**src/rtl/lock_attempt_ctrl.sv**
```systemverilog
// Gates button pulses into digital_lock, counts consecutive failed attempts,
// enforces a lockout after too many failures and aborts stale partial entries.
module lock_attempt_ctrl #(
  parameter int MAX_FAILS      = 3,
  parameter int LOCKOUT_CYCLES = 50000000,
  parameter int ENTRY_TIMEOUT  = 100000000,
  parameter int CNT_W          = 27,
  localparam int FW            = $clog2(MAX_FAILS + 1)
) (
  input  logic          clk,
  input  logic          rst_n,
  input  logic [3:0]    btn_in,
  input  logic          attempt_pass,
  input  logic          attempt_fail,
  output logic [3:0]    btn_out,
  output logic          entry_abort,
  output logic          locked_out,
  output logic [FW-1:0] fail_count
);

  typedef enum logic [1:0] {
    IDLE    = 2'd0,
    ENTRY   = 2'd1,
    LOCKOUT = 2'd2
  } state_t;

  localparam logic [CNT_W-1:0] LOCK_LOAD  = CNT_W'(LOCKOUT_CYCLES - 1);
  localparam logic [CNT_W-1:0] ENTRY_LOAD = CNT_W'(ENTRY_TIMEOUT - 1);
  localparam logic [FW-1:0]    FAIL_MAX   = FW'(MAX_FAILS);

  state_t           state_reg;
  logic [CNT_W-1:0] timer_reg;
  logic             one_hot;
  logic [FW-1:0]    fail_next;

  // Exactly one button: nonzero and clearing the lowest set bit leaves nothing.
  assign one_hot   = (btn_in != 4'd0) && ((btn_in & (btn_in - 4'd1)) == 4'd0);
  assign fail_next = (fail_count == FAIL_MAX) ? FAIL_MAX : fail_count + FW'(1);

  always_ff @(posedge clk) begin
    if (!rst_n) begin
      state_reg   <= IDLE;
      timer_reg   <= '0;
      btn_out     <= 4'd0;
      entry_abort <= 1'b0;
      locked_out  <= 1'b0;
      fail_count  <= '0;
    end else begin
      btn_out     <= 4'd0;
      entry_abort <= 1'b0;
      case (state_reg)
        LOCKOUT: begin
          if (timer_reg == '0) begin
            state_reg  <= IDLE;
            locked_out <= 1'b0;
            fail_count <= '0;
          end else begin
            timer_reg <= timer_reg - CNT_W'(1);
          end
        end
        default: begin
          if (attempt_fail) begin
            fail_count <= fail_next;
            if (fail_next == FAIL_MAX) begin
              state_reg  <= LOCKOUT;
              timer_reg  <= LOCK_LOAD;
              locked_out <= 1'b1;
            end else begin
              state_reg <= IDLE;
              timer_reg <= '0;
              if (one_hot) btn_out <= btn_in;
            end
          end else if (attempt_pass) begin
            fail_count <= '0;
            state_reg  <= IDLE;
            timer_reg  <= '0;
            if (one_hot) btn_out <= btn_in;
          end else if (one_hot) begin
            btn_out   <= btn_in;
            state_reg <= ENTRY;
            timer_reg <= ENTRY_LOAD;
          end else if (state_reg == ENTRY) begin
            if (timer_reg == '0) begin
              entry_abort <= 1'b1;
              state_reg   <= IDLE;
            end else begin
              timer_reg <= timer_reg - CNT_W'(1);
            end
          end
        end
      endcase
    end
  end

endmodule

```
**config.mk**
```make
export PLATFORM = sky130hd
export DESIGN_NAME = lock_attempt_ctrl
export DESIGN_NICKNAME = d
export VERILOG_FILES = /design/src/rtl/lock_attempt_ctrl.sv
export SDC_FILE = /design/constraint.sdc
export NUM_CORES = 1
export LEC_CHECK = 0
export CORE_UTILIZATION = 30
export CTS_CLUSTER_SIZE = 16
export DETAILED_ROUTE_END_ITERATION = 7
export SLEW_MARGIN = 15
export SYNTH_ARGS = -nofsm -noshare
export SYNTH_HDL_FRONTEND = slang
export SYNTH_SLANG_ARGS = --single-unit
```
**constraint.sdc**
```tcl
create_clock -name clk -period 3.05 [get_ports clk]
set_input_delay 0.61 -clock clk [delete_from_list [all_inputs] [get_ports clk]]
set_output_delay 0.61 -clock clk [all_outputs]
set_load 0.01 [all_outputs]
```
==> flow_summary_export.csv <==
group,metric,value,unit
clocking,cts_tree,"built",
yosys,yosysWarnings,0,
sta,rsz0062_at_grt,"false",
layout,largest_register_ffs,27,
floorplanning,die_h,88.6,um
routing,post_drt_wl_per_cell,15.2,um
place,port_buffers,15,
routing,dr_wl_met3,414,um
clocking,cts_setup_buffers,0,
worst_setup_path,cp_data_required_time,3.30,ns
yosys,synth.most_common_cell,"dfxtp_1",
global_routing,grt_pass1_vias,2198,
yosys,postSynthCellCount,284,
power,irDropWorstVdd,0.185,mV
place,hpwlAfterDp,4.39,mm
clocking,cts_hold_buf,0,
sta,worstMarginPinSlew,0.638,ns
yosys,synth_area,2250,sq um
yosys,synth_seq_cells,37,
floorplanning,start_util,0.310,
layout,antenna_cells,0,
routing,drtAntennaViolNets,0,
clocking,ctsResizeCount,0,
routing,wl,6.16,mm
sta,skew,0.0191,ns
global_routing,grt_usage,0.176,
clocking,cts-root-buf,"clkbuf_8",
worst_setup_path,endpoint_kind,"flip-flop",
power,p_leak,0.941,nW
sta,holdWs,0.470,ns
place,globalplace.congestion,0.832,
yosys,ys_async_sr_fraction,0,
yosys,yosysUniqueCellTypes,61,
run_status,status,"complete, no violations",
worst_setup_path,path_max_fanout,15,
sta,finalSetupTns,0,ns
power,powerDensity,616,nW/um^2
routing,drt_iter0_markers,176,
sta,max_slew_margin,0.573,
layout,area_delta_synth_final,18.3,%
routing,num_vias,2289,
clocking,h-tree-depth,2,
clocking,clockBufferDepth,2,
sta,hold_violations,0,
sta,period_minus_slack,2.67,ns
yosys,yosysSeqAreaShare,0.329,
layout,drive_above_1_share,0.108,
sta,max_freq,374,MHz
routing,dr.pass1.iters,5,
clocking,path_clk_slew,0.09,ns
routing,routed.top_layer,"met4",
floorplanning,die_area,7850,sq um
yosys,yosys-top-cells-count,"37 x dfxtp_1, 29 x nor2_1, 28 x nand2_1, 16 x a21oi_1, 14 x o21ai_0",
sta,drv_slew,0,
yosys,synth_area_leader_cell,"dfxtp_1",
layout,nets,314,
worst_setup_path,start_kind,"primary input",
yosys,synth_top_area_frac,0.329,
global_routing,antenna_found_initial,0,
routing,routed_via_density,5.67,
yosys,synthFlopType,"dfxtp_1",
floorplanning,die-width,88.6,um
worst_setup_path,worstSetupPathType,"in -> reg",
yosys,synth_edf_count,0,
yosys,avgSynthCellArea,7.92,sq um
global_routing,grt_pass1_wl,10.6,mm
routing,routed-wl-met2,2.72,mm
floorplanning,core_area,7250,sq um
floorplanning,rows,31,
clocking,cts.sink_count,37,
floorplanning,io_pins,16,
sta,finalSetupViolCount,0,
routing,wl_met1,2.91,mm
hold_path,hold_path.class,"reg -> reg",
worst_setup_path,worstPathArrival,2.92,ns
sta,finalCritPeriodShare,0.876,
clocking,clock_latency,0.31,ns
clocking,cts_buffers,5,
routing,drc_errors,0,
layout,fillCellCount,782,
global_routing,overflow,0,
global_routing,grt_max_degree,24,
yosys,yosys-top-cells-area,"dfxtp_1 33%, nor2_1 4.8%, nand2_1 4.7%",
flow_run,maxCapViolCount,0,
yosys,synth_fp_nets,294,
==> layout make-up <==
type / instances / area (sq um) / area share
inverter: 7 / 26.3 / 0.00987
tap: 99 / 124 / 0.0465
timing repair buffer: 27 / 240 / 0.0903
clock buffer: 6 / 72.6 / 0.0273
sequential: 37 / 741 / 0.278
multi-input combinational: 226 / 1420 / 0.533
clock inverter: 2 / 38.8 / 0.0146
==> power breakdown <==
| group | leakage (nW) | total [mW] | switching [mW] | internal, mW |
|---|---|---|---|---|
| clock | 0.0554 | 0.435 | 0.190 | 0.246 |
| combinational | 0.584 | 0.633 | 0.387 | 0.246 |
| sequential | 0.301 | 0.572 | 0.0498 | 0.522 |
| total | 0.941 | 1.64 | 0.626 | 1.01 |
==> routing by layer <==
layer,track usage,vias to the layer above
li1,-,1112
met4,0.0718,0
met5,0,-
met3,0.0336,10
met1,0.237,1083
met2,0.275,84
==> path summary, 6_finish.rpt <==
kind                              start                          to  slack (ns)  depth (start not counted)
max reg2reg   timer_reg[0]$_SDFFE_PN0P_  timer_reg[26]$_SDFFE_PN0P_        0.42                          7
min reg2reg  timer_reg[15]$_SDFFE_PN0P_  timer_reg[15]$_SDFFE_PN0P_        0.47                          2
min          timer_reg[15]$_SDFFE_PN0P_  timer_reg[15]$_SDFFE_PN0P_        0.47                          2
max                           btn_in[3]  timer_reg[20]$_SDFFE_PN0P_        0.38                          7
==> critical path, stage by stage <==
cell	delay (ns)
clkdlybuf4s50_1	0.54
xor2_1	0.22
a221o_1	0.32
or3b_1	0.62
nand2_1	0.30
o221ai_1	0.16
a31oi_1	0.15
==> kinds of logic after synthesis <==
| kind of cell | synth area share |
|---|---|
| multiplexers | 0.00501 |
| adder cells (fa/ha/maj) | 0.0111 |
| flip-flops | 0.329 |
| AND/OR/NAND/NOR | 0.306 |
| XOR/XNOR | 0.0273 |
| buffers and inverters | 0.0423 |
| AO/OA/AOI/OAI | 0.279 |
==> metrics by stage <==
stage | total power, mW | worst slack [ns] | instance area [sq um] | util | cells
floorplan | 1.04 | 0.743 | 2250 | - | 284
global placement | 1.20 | 0.158 | 2550 | 0.352 | 396
detailed placement | 1.20 | 0.0594 | 2550 | 0.352 | 396
CTS | 1.64 | 0.391 | 2660 | 0.367 | 404
global route | 1.75 | 0.121 | 2660 | 0.367 | 404
finish | 1.64 | 0.377 | 2660 | 0.367 | 404
==> layout by cell type, fill, tap and decap left out, drive strengths merged, types with 3 or more instances in the layout <==
| cell type | instances |
|---|---|
| o22ai | 3 |
| a21boi | 6 |
| nand2b | 3 |
| nand4 | 4 |
| nand3 | 7 |
| nor3b | 4 |
| nor2b | 5 |
| o32ai | 3 |
| xnor2 | 5 |
| a31o | 3 |
| nor2 | 32 |
| and2 | 4 |
| nor4 | 8 |
| nor3 | 13 |
| a21oi | 16 |
| o211ai | 4 |
| clkbuf | 6 |
| clkdlybuf4s50 | 15 |
| inv | 6 |
| o31ai | 5 |
| buf | 12 |
| o21ai | 14 |
| or4 | 6 |
| or3 | 5 |
| a31oi | 10 |
| dfxtp | 37 |
| nor4b | 4 |
| nand2 | 28 |
Power figures use the tool's default switching activity.
==> edit, RTL diff (same flow settings) <==
Make the reset (`rst_n`) asynchronous in one clocked block.
--- a/src/rtl/lock_attempt_ctrl.sv
+++ b/src/rtl/lock_attempt_ctrl.sv
@@ -37,7 +37,7 @@
   assign one_hot   = (btn_in != 4'd0) && ((btn_in & (btn_in - 4'd1)) == 4'd0);
   assign fail_next = (fail_count == FAIL_MAX) ? FAIL_MAX : fail_count + FW'(1);
 
-  always_ff @(posedge clk) begin
+  always_ff @(posedge clk or negedge rst_n) begin
     if (!rst_n) begin
       state_reg   <= IDLE;
       timer_reg   <= '0;
Formal check against the unedited RTL: differs if rst_n is asserted again (counterexample within 4 cycles, from zero or initial values and one cycle with rst_n low); with rst_n held inactive, the same outputs for 10 cycles.
==> edit against the unedited design <==
Routed wire length grew 0.84%; sequential cell count stayed put; highest routed layer unchanged; area after synthesis increased by 1.9%; die area grew 1.8%; critical path type is now reg -> reg; worst setup slack improved by 0.18 ns; final area is 1.2% higher; critical path depth increased by 1; power up 43%; via count fell by 6.9%; first-iteration DRC count is 29% higher; cell count decreased by 5.0%; register-to-register slack improved by 0.14 ns; sequential power grew 52%; fmax is 7.4% higher.
==> edit: results (changes against the unedited design) <==
[placement]
io_buffer_count = 15  ; unchanged
finalWeightedCongestion = 0.872  ; +4.8%
dp_slack_ns = 0.267  ; +0.208 ns
dp_hpwl_mm = 4.38  ; -0.11%

[clock_network]
cts_resized = 0  ; unchanged
root_buffer = clkbuf_8
clk_latency_ns = 0.30
htreeDepth = 2  ; unchanged
cts.clk_slew.worst_paths_ns = 0.07  ; -0.02 ns
cts_buffer_depth = 2  ; unchanged
cts_buffers = 5  ; unchanged
post_cts.repair.setup_buffers = 0  ; unchanged

[outcome]
status = finished, final reports clean

[logic_synthesis]
ys_seq_area_frac = 0.404  ; +0.0747
async_flop_share = 1.00  ; +1.00
yosys-top-cells-area = dfrtp_1 40%, o21ai_0 5.0%, nand2_1 3.6%
netlist_instances = 259  ; -8.8%
postSynthNetCount = 269  ; -8.5%
ys_top_cells_by_count = 37 x dfrtp_1, 23 x o21ai_0, 22 x nand2_1
synth_cell_type_count = 56  ; -8.2%
yosysWarnings = 0  ; unchanged

[layout]
num-fill-cells = 748  ; -4.3%
layout-drive-gt1-share = 0.116  ; +0.00759
fin_cells = 384  ; -5.0%
largest_reg_flops = 27  ; unchanged
antenna_cells = 0  ; unchanged
fin_nets = 294  ; -6.4%

[power]
peakVddDrop_v = 0.000238  ; +29%
leakage_nw = 1.06  ; +13%

[min_path]
hold_path.class = in -> async

[drt]
drt_iter0_markers = 227  ; +29%
finalWirelength_mm = 6.21  ; +0.84%
dr.pass1.iters = 4  ; -1
vias_per_cell = 5.55  ; -2.1%

[global_routing]
grt_pass1_vias = 2008  ; -8.6%
antenna_found_initial = 0  ; unchanged
track_usage = 0.174  ; -0.00156
grt_max_degree = 38  ; +58%
grt_pass1_wl_mm = 10.5  ; -0.91%

[worst_setup_path]
cp.arrival_ns = 2.67  ; -0.25 ns
crit_path_max_fanout = 7  ; -8

[sta]
relSlewSlack = 0.418  ; -0.155
fin_skew_ns = 0.00928  ; -0.00979 ns

edit: kinds of logic after synthesis:
logic type	Yosys count	synth area share
xor+xnor	3	0.0115
mux	3	0.0131
simple gates	119	0.295
buf+inv	17	0.0338
flops	37	0.404
fa+ha+maj	3	0.0153
compound gates	77	0.228
edit: critical path: stages, from the launching register on:
cell	delay, ns
dfrtp_1	0.39
inv_1	0.11
ha_1	0.24
nor4b_1	0.16
nand4b_1	0.18
o21ai_2	0.13
or3_1	0.39
or4_1	0.42
a311o_1	0.36
edit: per-layer routing:
metal / global-route usage / up-vias / wire [um]
met5: 0 / - / 0
met4: 0.0606 / 0 / 88
met3: 0.0259 / 7 / 248
met2: 0.269 / 43 / 2860
met1: 0.247 / 1043 / 3010
li1: - / 1037 / -
edit: final cells by class:
class | count | area share
Clock buffer | 6 | 0.0269
Timing Repair Buffer | 29 | 0.0929
Tap cell | 99 | 0.0460
Clock inverter | 2 | 0.00372
Inverter | 6 | 0.00836
Multi-Input combinational cell | 205 | 0.478
Sequential cell | 37 | 0.344
edit: report_power, final:
group	total (mW)	switching (mW)	internal, mW
clock	0.343	0.185	0.159
sequential	0.868	0.205	0.662
combinational	1.14	0.657	0.482
edit: worst paths after layout:
kind	startpoint	to	slack, ns	depth (start not counted)
max reg2reg	timer_reg[0]$_DFFE_PN0P_	timer_reg[6]$_DFFE_PN0P_	0.56	8
max	timer_reg[0]$_DFFE_PN0P_	timer_reg[6]$_DFFE_PN0P_	0.56	8
min	rst_n	fail_count[0]$_DFFE_PN0P_	0.43	1
max in group asynchronous	rst_n	timer_reg[7]$_DFFE_PN0P_	2.07	1
min in group clk	locked_out$_DFFE_PN0P_	locked_out$_DFFE_PN0P_	0.52	2
min reg2reg	locked_out$_DFFE_PN0P_	locked_out$_DFFE_PN0P_	0.52	2
edit: through the flow:
step                instance area, sq um  utilization
finish                              2690        0.367
detailed placement                  2610        0.356
global route                        2690        0.367
floorplan                           2290            -
global placement                    2610        0.356
CTS                                 2690        0.367
